$ cat src/rtl/writeback_unit.sv
// Write-back stage: merges ALU results with queued load responses onto the
// single register-file write port, with WAW suppression and hazard lookup.
module writeback_unit #(
    parameter int DEPTH      = 4,
    parameter int DATA_WIDTH = 32,
    parameter int ADDR_WIDTH = 5
) (
    input  logic                        clk,
    input  logic                        reset,
    input  logic                        alu_valid,
    input  logic [ADDR_WIDTH-1:0]       alu_rd,
    input  logic [DATA_WIDTH-1:0]       alu_data,
    input  logic                        mem_valid,
    output logic                        mem_ready,
    input  logic [ADDR_WIDTH-1:0]       mem_rd,
    input  logic [DATA_WIDTH-1:0]       mem_data,
    output logic                        rf_write_enable,
    output logic [ADDR_WIDTH-1:0]       rf_write_addr,
    output logic [DATA_WIDTH-1:0]       rf_write_data,
    input  logic [ADDR_WIDTH-1:0]       query_addr,
    output logic                        query_hit,
    output logic [$clog2(DEPTH):0]      pending_count
);

    localparam int PW = $clog2(DEPTH);
    localparam int CW = PW + 1;

    logic [ADDR_WIDTH-1:0] q_rd   [DEPTH];
    logic [DATA_WIDTH-1:0] q_data [DEPTH];
    logic [DEPTH-1:0]      q_stale;
    logic [DEPTH-1:0]      q_live;
    logic [PW-1:0]         head;
    logic [PW-1:0]         tail;
    logic [CW-1:0]         count;
    logic                  full;
    logic                  push;
    logic                  pop;
    logic                  head_writes;

    assign full          = (count == CW'(DEPTH));
    assign mem_ready     = reset && !full;
    assign push          = mem_valid && mem_ready;
    assign pop           = !alu_valid && (count != '0);
    assign pending_count = count;
    assign head_writes   = (q_rd[head] != '0) && !q_stale[head];

    // A slot is live when its distance from head is below the occupancy.
    always_comb begin
        logic [PW-1:0] offset;
        offset = '0;
        q_live = '0;
        for (int unsigned i = 0; i < DEPTH; i++) begin
            offset    = PW'(i) - head;
            q_live[i] = ({1'b0, offset} < count);
        end
    end

    always_comb begin
        query_hit = 1'b0;
        if (reset && (query_addr != '0)) begin
            for (int unsigned i = 0; i < DEPTH; i++) begin
                if (q_live[i] && !q_stale[i] && (q_rd[i] == query_addr))
                    query_hit = 1'b1;
            end
        end
    end

    always_ff @(posedge clk) begin
        if (push) begin
            q_rd[tail]   <= mem_rd;
            q_data[tail] <= mem_data;
        end
    end

    always_ff @(posedge clk) begin
        if (!reset) begin
            head            <= '0;
            tail            <= '0;
            count           <= '0;
            q_stale         <= '0;
            rf_write_enable <= 1'b0;
            rf_write_addr   <= '0;
            rf_write_data   <= '0;
        end else begin
            if (push)
                tail <= tail + 1'b1;
            if (pop)
                head <= head + 1'b1;
            if (push && !pop)
                count <= count + 1'b1;
            else if (!push && pop)
                count <= count - 1'b1;

            // The push slot is cleared after marking, so a same-edge load counts as younger.
            if (alu_valid && (alu_rd != '0)) begin
                for (int unsigned i = 0; i < DEPTH; i++) begin
                    if (q_live[i] && (q_rd[i] == alu_rd))
                        q_stale[i] <= 1'b1;
                end
            end
            if (push)
                q_stale[tail] <= 1'b0;

            if (alu_valid) begin
                rf_write_enable <= (alu_rd != '0);
                if (alu_rd != '0) begin
                    rf_write_addr <= alu_rd;
                    rf_write_data <= alu_data;
                end
            end else if (pop) begin
                rf_write_enable <= head_writes;
                if (head_writes) begin
                    rf_write_addr <= q_rd[head];
                    rf_write_data <= q_data[head];
                end
            end else begin
                rf_write_enable <= 1'b0;
            end
        end
    end

endmodule

$ cat config.mk
export PLATFORM = sky130hd
export DESIGN_NAME = writeback_unit
export DESIGN_NICKNAME = d
export VERILOG_FILES = /design/src/rtl/writeback_unit.sv
export SDC_FILE = /design/constraint.sdc
export NUM_CORES = 1
export LEC_CHECK = 0
export BUFFER_PORTS_ARGS = -buffer_cell sky130_fd_sc_hd__buf_2
export CORE_MARGIN = 2
export CORE_UTILIZATION = 40
export DETAILED_ROUTE_END_ITERATION = 10
export GPL_ROUTABILITY_DRIVEN = 0
export PLACE_DENSITY = 0.63
export SYNTH_ARGS = -nofsm -noshare
export SYNTH_HDL_FRONTEND = slang
export SYNTH_SLANG_ARGS = --single-unit
$ cat constraint.sdc
create_clock -name clk -period 2.9 [get_ports clk]
set_input_delay 0.725 -clock clk [delete_from_list [all_inputs] [get_ports clk]]
set_output_delay 0.725 -clock clk [all_outputs]
set_load 0.01 [all_outputs]
== Word level (Yosys, flattened, before mapping) ==
Memories as Yosys holds them, arrays and structs flattened. A register that Yosys moved wholly into a read port is not among the register bits.
Cells that the tools add are included.
Storage, ports and cells
  register bits after elaboration: 49
  bits in latches: 0
  bits in writable memories: 148
  bits in read-only memories: 0
  input port bits: 83
  output and inout bits: 43
  logic and storage cells: 108
  memories: 2
Operators by class
  add/sub/neg operators: 8
  multipliers: 0
  div/mod/pow operators: 0
  $lt $le $gt $ge: 7
  eq/ne operators: 10
  shift operators: 0
  mux-type cells: 34
  bitwise operators: 2
  reduce and logical (&&, ||, !) cells: 38
Memories
  q_data: depth 4, width 32, rd ports 1, clocked after Yosys merged registers in 1, write ports 1, RTL line 29  | logic [DATA_WIDTH-1:0] q_data [DEPTH];
  q_rd: depth 4, width 5, rd ports 5, clocked after Yosys merged registers in 1, write ports 1, RTL line 28  | logic [ADDR_WIDTH-1:0] q_rd [DEPTH];
Operators with widths (number)
  32-bit two-way mux: 4
  5-bit equality test: 8
  1-bit logical AND: 21
  5-bit two-way mux: 4
  1-bit two-way mux: 15
  5-bit nonzero test: 3
  2-bit by 3-bit less-than comparator with 1-bit output: 4
  4-bit two-way mux: 3
  1-bit logical NOT: 9
  2-bit two-way mux: 4
  2-bit by 3-bit less-than comparator with 1-bit output, second input constant: 2
  3-bit two-way mux: 2
  2-bit nonzero test: 3
  2-bit by 1-bit adder with 2-bit output, second input constant: 2
  4-bit bitwise AND: 1
  4-bit inverter: 1
  1-bit by 2-bit subtractor with 2-bit output, first input constant: 2
  2-bit subtractor, first input constant: 2
  3-bit by 1-bit adder with 3-bit output, second input constant: 1
  3-bit equality test, second input constant: 1
  3-bit AND reduction: 1
  3-bit nonzero test: 1
  3-bit by 1-bit subtractor with 3-bit output, second input constant: 1
  1-bit binary-select mux with 2-bit select: 1
  other kinds (3): 3

== Depth between registers and ports, before layout ==
Gate-level depths: netlist (run 1).
  word-level depth: 9
  mapped depth: 10
  mapped depth without buffers: 9

== Worst setup path before layout (run 1) ==
No wires, ideal clock.
  path kind: input-to-reg
  start: input port reset
  end: register count[2], in the netlist pending_count[2]
  arrival: 2.925 ns
  path slack: -0.100 ns
  stages: 10
  path buffers: 2
  cells stage by stage: clkbuf_1 a21boi_0 and2_1 clkbuf_1 ha_1 inv_1 fa_1 xor2_1 or3_1 a21boi_0
On the way
  cells in the longest elaborated chain, start to end: 5
  elaborated cells between the ends (all ways): 7
  those cells by class: mux: 1; reduce/logical: 6
Ends and longest elaborated chain
  from (decl): RTL line 9  | input logic reset,
  1-bit logical AND (*): RTL line 41  | assign mem_ready = reset && !full;
  named net mem_ready: RTL line 14  | output logic mem_ready,
  1-bit logical AND (*): RTL line 42  | assign push = mem_valid && mem_ready;
  named net push: RTL line 36  | logic push;
  1-bit logical NOT: RTL line 91  | else if (!push && pop)
  1-bit logical AND: RTL line 91
  2-bit nonzero test (no source line)
  to (signal assigned): RTL line 90  | count <= count + 1'b1;
  to (signal assigned): RTL line 92  | count <= count - 1'b1;
  to (decl): RTL line 34  | logic [CW-1:0] count;
The timed path passes the listed nets; every way through them passes the cells marked *.
A chain may end at the register's enable or synchronous reset.

== Final worst setup path (run 1) ==
  start: register count[1], in the netlist pending_count[1]
  end: output port query_hit
On the way
  cells in the longest elaborated chain, start to end: 8
  elaborated cells between the ends (all ways): 17
  those cells by class: order compare: 4; mux: 5; reduce/logical: 8
Ends and longest elaborated chain
  2-bit by 3-bit less-than comparator with 1-bit output: RTL line 54  | q_live[i] = ({1'b0, offset} < count);
  1-bit logical AND (2 in a row): RTL line 62  | if (q_live[i] && !q_stale[i] && (q_rd[i] == query_addr))
  1-bit two-way mux (3 in a row): RTL line 62
  1-bit two-way mux (*): RTL line 62
  1-bit two-way mux (*): RTL line 60  | if (reset && (query_addr != '0)) begin
  to (decl): RTL line 21  | output logic query_hit,
Every way passes the cells marked *; elsewhere a longest branch is shown, timed or not.

==> results of run 1 <==
==> placed cells by master (no fill, tap or decap), types with 17 or more instances in the layout <==
cell | synthesis | routed
mux2i_1 | 38 | 38
xnor2_1 | 29 | 28
edfxtp_1 | 148 | 148
clkbuf_16 | 0 | 17
buf_2 | 6 | 125
buf_4 | 0 | 19
mux4_2 | 38 | 38
nand3_1 | 40 | 39
xor2_1 | 17 | 17
dfxtp_1 | 51 | 46
o211a_1 | 39 | 39
==> area by class of cell <==
cell class	instances	area, um2	area share, %
repair buffers	146	808.3	8.012
diodes	1	2.502	0.02480
well taps	275	344.1	3.411
multi-input cells	272	2798	27.73
clock buffers	17	425.4	4.217
flip-flops and latches	199	5477	54.29
inverters	10	41.29	0.4093
clock inverters	15	192.7	1.910
==> synth_stat cells, drive strengths merged (9+ instances only) <==
cell,n
edfxtp,148
dfxtp,51
nand3,40
o211a,39
mux2i,38
mux4,38
xnor2,29
clkbuf,26
xor2,17
buf,16
inv,10
ha,9
==> layer usage <==
| layer | vias to the layer above | GRT usage (%) | wire length (um) |
|---|---|---|---|
| li1 | 2273 | - | - |
| met1 | 2560 | 22.94 | 8392 |
| met2 | 129 | 29.49 | 9648 |
| met3 | 31 | 4.159 | 955 |
| met4 | 6 | 6.571 | 342 |
| met5 | - | 0 | 28 |
==> how the worst min path moves through the flow <==
stage / start / end / slack [ps] / cells after the start
2_1_floorplan: tail[1] / tail[1] / 470 / 2
3_3_place_gp: rf_write_data[5] / rf_write_data[5] / 480 / 1
3_5_place_dp: rf_write_data[14] / rf_write_data[14] / 480 / 1
4_1_cts: mem_data[8] / q_data[1][8] / 490 / 1
5_1_grt: mem_data[10] / q_data[3][10] / 490 / 1
6_report: rf_write_data[14] / rf_write_data[14] / 500 / 1
==> registers in the layout (all words and copies together), names as in the netlist, named ones only <==
name / count
rf_write_data: 32
rf_write_addr: 5
head: 2
q_rd: 20
pending_count: 3
q_data: 128
rf_write_enable: 1
tail: 2
q_stale: 4
==> report_power, final <==
| part | switching (mW) | leakage [nW] | internal [mW] |
|---|---|---|---|
| clock | 1.10 | 0.297 | 1.32 |
| sequential | 0.212 | 1.77 | 3.37 |
| combinational | 1.07 | 1.92 | 1.04 |
==> stage by stage <==
step	std cells	hold slack [ps]
after floorplan	523	469.0
after global placement	897	477.3
after detailed placement	897	484.4
after CTS	932	486.2
after global routing	934	494.7
final	935	502.1
==> critical path, stage by stage (launching register included) <==
cell	delay, ps
dfxtp_4	390
clkinvlp_4	160
ha_1	340
a21oi_2	130
nor2_1	70
or4_1	410
a31oi_1	240
buf_2	170
==> repair_timing <==
| item | 4_1_cts | 5_1_grt |
|---|---|---|
| endpoints found under the setup margin | 1 | 1 |
| setup buffers | 3 | 2 |
| gates resized for setup | 7 | 7 |
| pin swaps | 6 | 6 |
==> cell families (layout without fill, tap and decap cells) <==
group	count (synthesis)	in the layout
AND/OR/NAND/NOR	85	85
adder cells (fa/ha/maj)	10	10
buffers and inverters	52	188
other	0	1
XOR/XNOR	46	46
AO/OA/AOI/OAI	55	55
multiplexers	76	76
flip-flops	199	199
==> results_dict.tcl, run 1 <==
set metrics [dict create \
    drive_gt1_share_pct 36.42 \
    synth_compound_area_share_pct 5.938 \
    fill_cells 1802 \
    dieArea_um2 22250 \
    routed_wl_um 19370 \
    die_w_um 149.2 \
    syn_area_um2 8428 \
    worst_pin_slew_ps 900.6 \
    clock_latency_ps 430 \
    drtIter0Drc 359 \
    fmax_mhz 326.4 \
    numPortBuffers 125 \
    grt_max_degree 52 \
    routedWlPerCell_um 20.71 \
    synth_top_cell_by_area "edfxtp_1" \
    cp_data_arrival_time_ps 2340 \
    finalClockSkew_ps 11.85 \
    grt_pass1_vias 5200 \
    ys_ff_latch 199 \
    setup_violations 1 \
    power_density_nw_per_um2 803.2 \
    clock-root-buffer "clkbuf_16" \
    synthFlopType "edfxtp_1" \
    synth-adder-area-share_pct 1.574 \
    post-route-util_pct 48.45 \
    finalPower_mw 8.103 \
    slew_viol_final 0 \
    synth_top_family_by_area "multiplexers" \
    synth-warning-count 0 \
    cts_tree "done" \
    start_util_pct 40.48 \
    critPathCaptureType "output port" \
    netlist_top_cells_area "edfxtp_1 53%, dfxtp_1 12%, mux4_2 10%" \
    muxShareOfSynthArea_pct 14.67 \
    drt-pass1-iter-count 4 \
    ir_drop_uv 323.9 \
    clkTransAtPathRegs_ps 70 \
    tns_ps -164.0 \
    vias 4999 \
    r2r_cells 5 \
    clock_path_buffers 2 \
    synthXorXnorAreaFrac_pct 4.780 \
    yosys.cell_types.count 35 \
    ant_nets 0 \
    min_period_ps 3064 \
    cp-startpoint "pending_count[1]" \
    cts-hold-fix-buffers 0 \
    viasPerCell 5.347 \
    dp_slack_ps 48.84 \
    rsz0062_at_grt "true" \
    async_flop_share_pct 0 \
    failed_checks "negative setup slack" \
    post-route-cell-area_um2 10090 \
    worstPathMaxFanout 5 \
    drv_cap 0 \
    antenna_found_initial 4 \
    timing.rr.end "rf_write_data[7]" \
    start_kind "register" \
    drc 0 \
    critical_path_class "register to output port" \
    synth-edff-count 148 \
    setup_slack_ps -164.0 \
    ys_seq_area_share_pct 64.85 \
    num_rows 53 \
    status "finished, violations left" \
    grtUsageTotal_pct 17.80 \
    pin_count 126 \
    hpwl_um 12310 \
    synth_simple_gate_area_share_pct 5.344 \
    die_y_um 149.2 \
    r2r_slack_ps 320 \
    slew-limit-headroom_pct 39.96 \
    required_ps 2170 \
    syn_to_final_growth_pct 19.70 \
    hold_violations 0 \
    critical_path.endpoint "query_hit" \
    finalCritPeriodShare_pct 105.7 \
    synth_area_per_cell_um2 16.11 \
    coreArea_um2 20820 \
    cts_max_level 4 \
    cts_inserted_buffers 17 \
    timing.hold.worst.class "register to register" \
    synth_nets 616 \
    final_nets 739 \
    grt_pass1_wl_um 29280 \
    numClockSinks 199 \
    place_area_um2 9363 \
    synth_top_area_share_pct 52.73 \
    leakagePower_nw 3.989 \
    syn_inst 523 \
    grt_overflow_total 0 \
]
(Power assumes the default switching activity.)
==> inputs of run 2 (changes only) <==
==> constraint.sdc (replaced) <==
create_clock -name clk -period 3.6 [get_ports clk]
set_input_delay 0.9 -clock clk [delete_from_list [all_inputs] [get_ports clk]]
set_output_delay 0.9 -clock clk [all_outputs]
set_load 0.01 [all_outputs]
==> run 2 against run 1 <==
  * The run now ends clean
  * Count of clock-buffer cells in the layout up 1
  * Final cell count down 1.1%
  * Non-clock buffer count down 9
  * Register-to-register slack better by 450 ps
  * Combinational power down 27%
  * Critical path depth up 1
  * Die area unchanged
  * Worst setup slack better by 320 ps
  * Flip-flop and latch count unchanged
  * Critical path type unchanged
  * Largest power group unchanged
  * Highest routed layer is now met4
==> results_dict.tcl, run 2 (same netlist as run 1, synthesis figures left out) <==
set metrics [dict create \
    tns_ps 0 \
    hold_start "rf_write_data[2]" \
    coreArea_um2 20820 \
    pin_count 126 \
    setup_violations 0 \
    max_stage_delay_ps 510 \
    routed_wl_um 18550 \
    hold_path_depth 1 \
    required_ps 2700 \
    grt_max_degree 52 \
    hold_violations 0 \
    largest_register_ffs 128 \
    timing.rr.end "rf_write_data[15]" \
    fmax_mhz 290.0 \
    r2r_cells 5 \
    dp_slack_ps 519.7 \
    vias 4926 \
    start_kind "register" \
    status "completed" \
    die_w_um 149.2 \
    worst_pin_slew_ps 832.9 \
    power_density_nw_per_um2 631.0 \
    cp_data_arrival_time_ps 2550 \
    setup_slack_ps 152.1 \
    clkTransAtPathRegs_ps 70 \
    grt_pass1_vias 5147 \
    stdcell_count 925 \
    numClockSinks 199 \
    antenna_cells 0 \
    clock-root-buffer "clkbuf_16" \
    min_to "rf_write_data[2]" \
    num_rows 53 \
    dieArea_um2 22250 \
    drv_cap 0 \
    ant_nets 0 \
    drive_gt1_share_pct 33.54 \
    critPathCaptureType "output port" \
    cts_tree "done" \
    final_cell_mix "148 x edfxtp_1, 125 x buf_2, 48 x dfxtp_1" \
    clock_latency_ps 430 \
    cts_inserted_buffers 17 \
    viasPerCell 5.325 \
    finalClockSkew_ps 9.772 \
    drt-pass1-iter-count 4 \
    ir_drop_uv 416.0 \
    finalCritPeriodShare_pct 95.78 \
    cts_max_level 4 \
    numPortBuffers 125 \
    antenna_found_initial 0 \
    min_period_ps 3448 \
    slew_viol_final 0 \
    largestRegisters "q_data: 128 flops, rf_write_data: 32 flops, q_rd: 20 flops" \
    critical_path_class "register to output port" \
    top_register "q_data" \
    final_common_cell "edfxtp_1" \
    grt_overflow_total 0 \
    hpwl_um 12180 \
    crit_path_cell_trace "xnor2_1 > inv_1 > ha_1 > a21oi_1 > nor2_1 > or4_1 > a31oi_1 > buf_2" \
    fill_cells 1838 \
    start_util_pct 40.48 \
    rsz0062_at_grt "false" \
    worstPathMaxFanout 5 \
    post-route-util_pct 47.61 \
    syn_to_final_growth_pct 17.62 \
    placedCellCount 893 \
    r2r_slack_ps 770 \
    routedWlPerCell_um 20.05 \
    clock_path_buffers 2 \
    grt_pass1_wl_um 28530 \
    timing.hold.worst.class "register to register" \
    final_nets 730 \
    slowest_stage "or4_1" \
    die_y_um 149.2 \
    slew-limit-headroom_pct 44.48 \
    drc 0 \
    drtIter0Drc 255 \
    leakagePower_nw 3.920 \
    grtUsageTotal_pct 17.22 \
]
## run 2: metrics by stage
| stage | power [mW] | area [um2] | hold WS (ps) |
|---|---|---|---|
| final | 6.256 | 9913 | 493.7 |
| after global routing | 6.586 | 9913 | 515.8 |
| after CTS | 6.334 | 9912 | 497.4 |
| after detailed placement | 4.539 | 9358 | 481.2 |
| after global placement | 4.473 | 9358 | 476.3 |
| after floorplan | 4.041 | 8428 | 469.0 |
## run 2: area by class of cell
class                      count  area (um2)  share of cell area, %
clock buffer                  18       429.2                  4.329
clock inverter                14       125.1                  1.262
inverter                      10       37.54                 0.3786
multi-input combinational    272        2743                  27.67
sequential                   199        5469                  55.17
tap                          275       344.1                  3.471
timing repair buffer         137       765.7                  7.724
## run 2: where the power goes
group,switching [mW],total [mW],internal (mW)
registers,0.204,2.91,2.71
logic,0.786,1.55,0.766
clock network,0.829,1.79,0.962
## run 2: what timing repair did
item | CTS | global route
hold buffers | 0 | 0
buffers inserted | 0 | 0
gates resized for setup | 0 | 1
endpoints found under the setup margin | 0 | 1
## run 2: worst max path at each step
stage / endpoint / from / slack [ps] / depth (start not counted)
floorplan: pending_count[2] / reset / 420 / 10
global placement: query_hit / query_addr[2] / 530 / 6
detailed placement: query_hit / query_addr[0] / 520 / 6
CTS: query_hit / head[0] / 120 / 8
global route: query_hit / pending_count[1] / 20 / 8
finish: query_hit / head[1] / 150 / 8
## run 2: per-layer routing
| layer | GRT usage, % | part of all wire, % | vias to the layer above |
|---|---|---|---|
| met5 | 0 | 0 | - |
| met4 | 5.762 | 2.0 | 0 |
| met3 | 4.190 | 4.5 | 24 |
| met2 | 27.97 | 49 | 130 |
| met1 | 22.84 | 44 | 2520 |
| li1 | - | - | 2252 |
## run 2: critical path: cells and delay by family, from the launching register on
kind	cells	cell delay [ps]
fa+ha+maj	1	280
xor+xnor	1	190
compound gates	2	350
buf+inv	2	250
flops	1	450
simple gates	2	590
==> inputs of run 3 (changes only) <==
--- a/config.mk
+++ b/config.mk
@@ -6,11 +6,11 @@
 export NUM_CORES = 1
 export LEC_CHECK = 0
 export BUFFER_PORTS_ARGS = -buffer_cell sky130_fd_sc_hd__buf_2
+export CAP_MARGIN = 30
 export CORE_MARGIN = 2
 export CORE_UTILIZATION = 40
 export DETAILED_ROUTE_END_ITERATION = 10
 export GPL_ROUTABILITY_DRIVEN = 0
-export PLACE_DENSITY = 0.63
 export SYNTH_ARGS = -nofsm -noshare
 export SYNTH_HDL_FRONTEND = slang
 export SYNTH_SLANG_ARGS = --single-unit
==> run 3 against run 2 <==
  * First-iteration DRC count grew 68%
  * Clock skew shrank 0.66 ps
  * Worst setup slack gained 63 ps
  * Count of clock-buffer cells in the layout is the same
  * Global-route usage grew 0.64 points
  * Core utilization is essentially flat
  * Critical path type unchanged
==> results_dict.tcl, run 3 (same netlist as run 1, synthesis figures left out) <==
set metrics [dict create \
    final_cell_mix "148 x edfxtp_1, 125 x buf_2, 48 x dfxtp_1" \
    met1_usage_pct 23.35 \
    largestRegisters "q_data: 128 flops, rf_write_data: 32 flops, q_rd: 20 flops" \
    die_y_um 149.2 \
    drt-pass1-iter-count 7 \
    final_nets 730 \
    grt_pass1_wl_um 29610 \
    r2r_slack_ps 1010 \
    cts_max_level 4 \
    required_ps 2700 \
    grt_use_met2_pct 29.17 \
    hold_start "rf_write_data[23]" \
    grt_use_met3_pct 4.343 \
    grt_overflow_total 0 \
    status "completed" \
    finalClockSkew_ps 9.117 \
    clock-root-buffer "clkbuf_16" \
    slew_viol_final 0 \
    clock_path_buffers 2 \
    drive_gt1_share_pct 33.54 \
    worstPathMaxFanout 5 \
    die_w_um 149.2 \
    fmax_mhz 295.4 \
    gr-max-usage-layer "met2" \
    cts_tree "done" \
    cts-hold-fix-buffers 0 \
    grt_max_degree 51 \
    routedWlPerCell_um 20.70 \
    hpwl_um 12610 \
    coreArea_um2 20820 \
    syn_to_final_growth_pct 17.64 \
    hold_violations 0 \
    leakagePower_nw 3.903 \
    min_period_ps 3385 \
    vias 4937 \
    regArea_um2 5469 \
    drtIter0Drc 428 \
    pin_count 126 \
    postCtsSetupBuffers 0 \
    fill_cells 1825 \
    start_kind "register" \
    rsz0062_at_grt "false" \
    num_rows 53 \
    cts_inserted_buffers 17 \
    timing.hold.worst.class "register to register" \
    critPathCaptureType "output port" \
    grt_pass1_vias 5247 \
    worst_pin_slew_ps 913.2 \
    tns_ps 0 \
    power_density_nw_per_um2 628.7 \
    drc 0 \
    drv_cap 0 \
    cp-startpoint "head[1]" \
    post-route-util_pct 47.61 \
    antenna_found_initial 3 \
    multi_input_area_um2 2743 \
    ir_drop_uv 339.2 \
    start_util_pct 40.48 \
    numPortBuffers 125 \
    dieArea_um2 22250 \
    reg2reg_from "pending_count[0]" \
    largest_register_ffs 128 \
    viasPerCell 5.326 \
    clkTransAtPathRegs_ps 70 \
    final_common_cell "edfxtp_1" \
    finalCritPeriodShare_pct 94.04 \
    setup_violations 0 \
    cp_data_arrival_time_ps 2490 \
    routed_wl_um 19190 \
    numClockSinks 199 \
    critical_path_class "register to output port" \
    grtUsageTotal_pct 17.86 \
    slew-limit-headroom_pct 39.12 \
    top_register "q_data" \
    ant_nets 0 \
    clock_latency_ps 440 \
]
run 3: cell count changes in the layout (fill, tap and decap cells not counted), sizes merged:
cell and delta:
clkinvlp +3, diode +2, bufinv -1, clkinv -1, inv -1
run 3: worst paths after layout:
path,endpoint,cells past startpoint
worst max-delay path,query_hit,7
worst min-delay path,rf_write_data[23],1
worst max register to register,pending_count[2],10
worst min register to register,rf_write_data[23],1
run 3: per-layer routing:
layer	vias up	wire length, um
li1	2261	-
met1	2478	8146
met2	160	9538
met3	34	1138
met4	4	339
met5	-	30
run 3: metrics by stage:
stage / std cells / area (um2) / hold slack (ps) / power (mW) / worst slack (ps)
2_1_floorplan: 523 / 8428 / 469.0 / 4.041 / 424.9
3_3_place_gp: 893 / 9358 / 477.7 / 4.492 / 566.8
3_5_place_dp: 893 / 9358 / 481.2 / 4.535 / 530.0
4_1_cts: 925 / 9908 / 497.9 / 6.312 / 188.4
5_1_grt: 925 / 9910 / 515.6 / 6.554 / 28.67
6_report: 927 / 9915 / 496.1 / 6.234 / 214.6
run 3: power by group:
part | total [mW] | internal, mW | switching, mW
sequential | 2.88 | 2.71 | 0.172
clock | 1.77 | 0.902 | 0.872
combinational | 1.58 | 0.766 | 0.813
run 3: area by class of cell:
cell class                      count  share of cell area (%)
Antenna cell                        2                 0.05048
Clock buffer                       18                   4.329
Clock inverter                     14                   1.224
Inverter                           10                  0.3786
Multi-Input combinational cell    272                   27.66
Sequential cell                   199                   55.16
Tap cell                          275                   3.470
Timing Repair Buffer              137                   7.723
run 3: critical path: stages (launching register included):
cell and delay (ps):
dfxtp_1 470, xnor2_1 200, ha_1 280, a21oi_1 140, nor2_1 80, or4_1 510, a31oi_1 200, buf_2 160
run 3: timing repair:
item	4_1_cts	5_1_grt
hold endpoints to repair	0	0
endpoints found under the setup margin	0	1
resized for setup	0	1
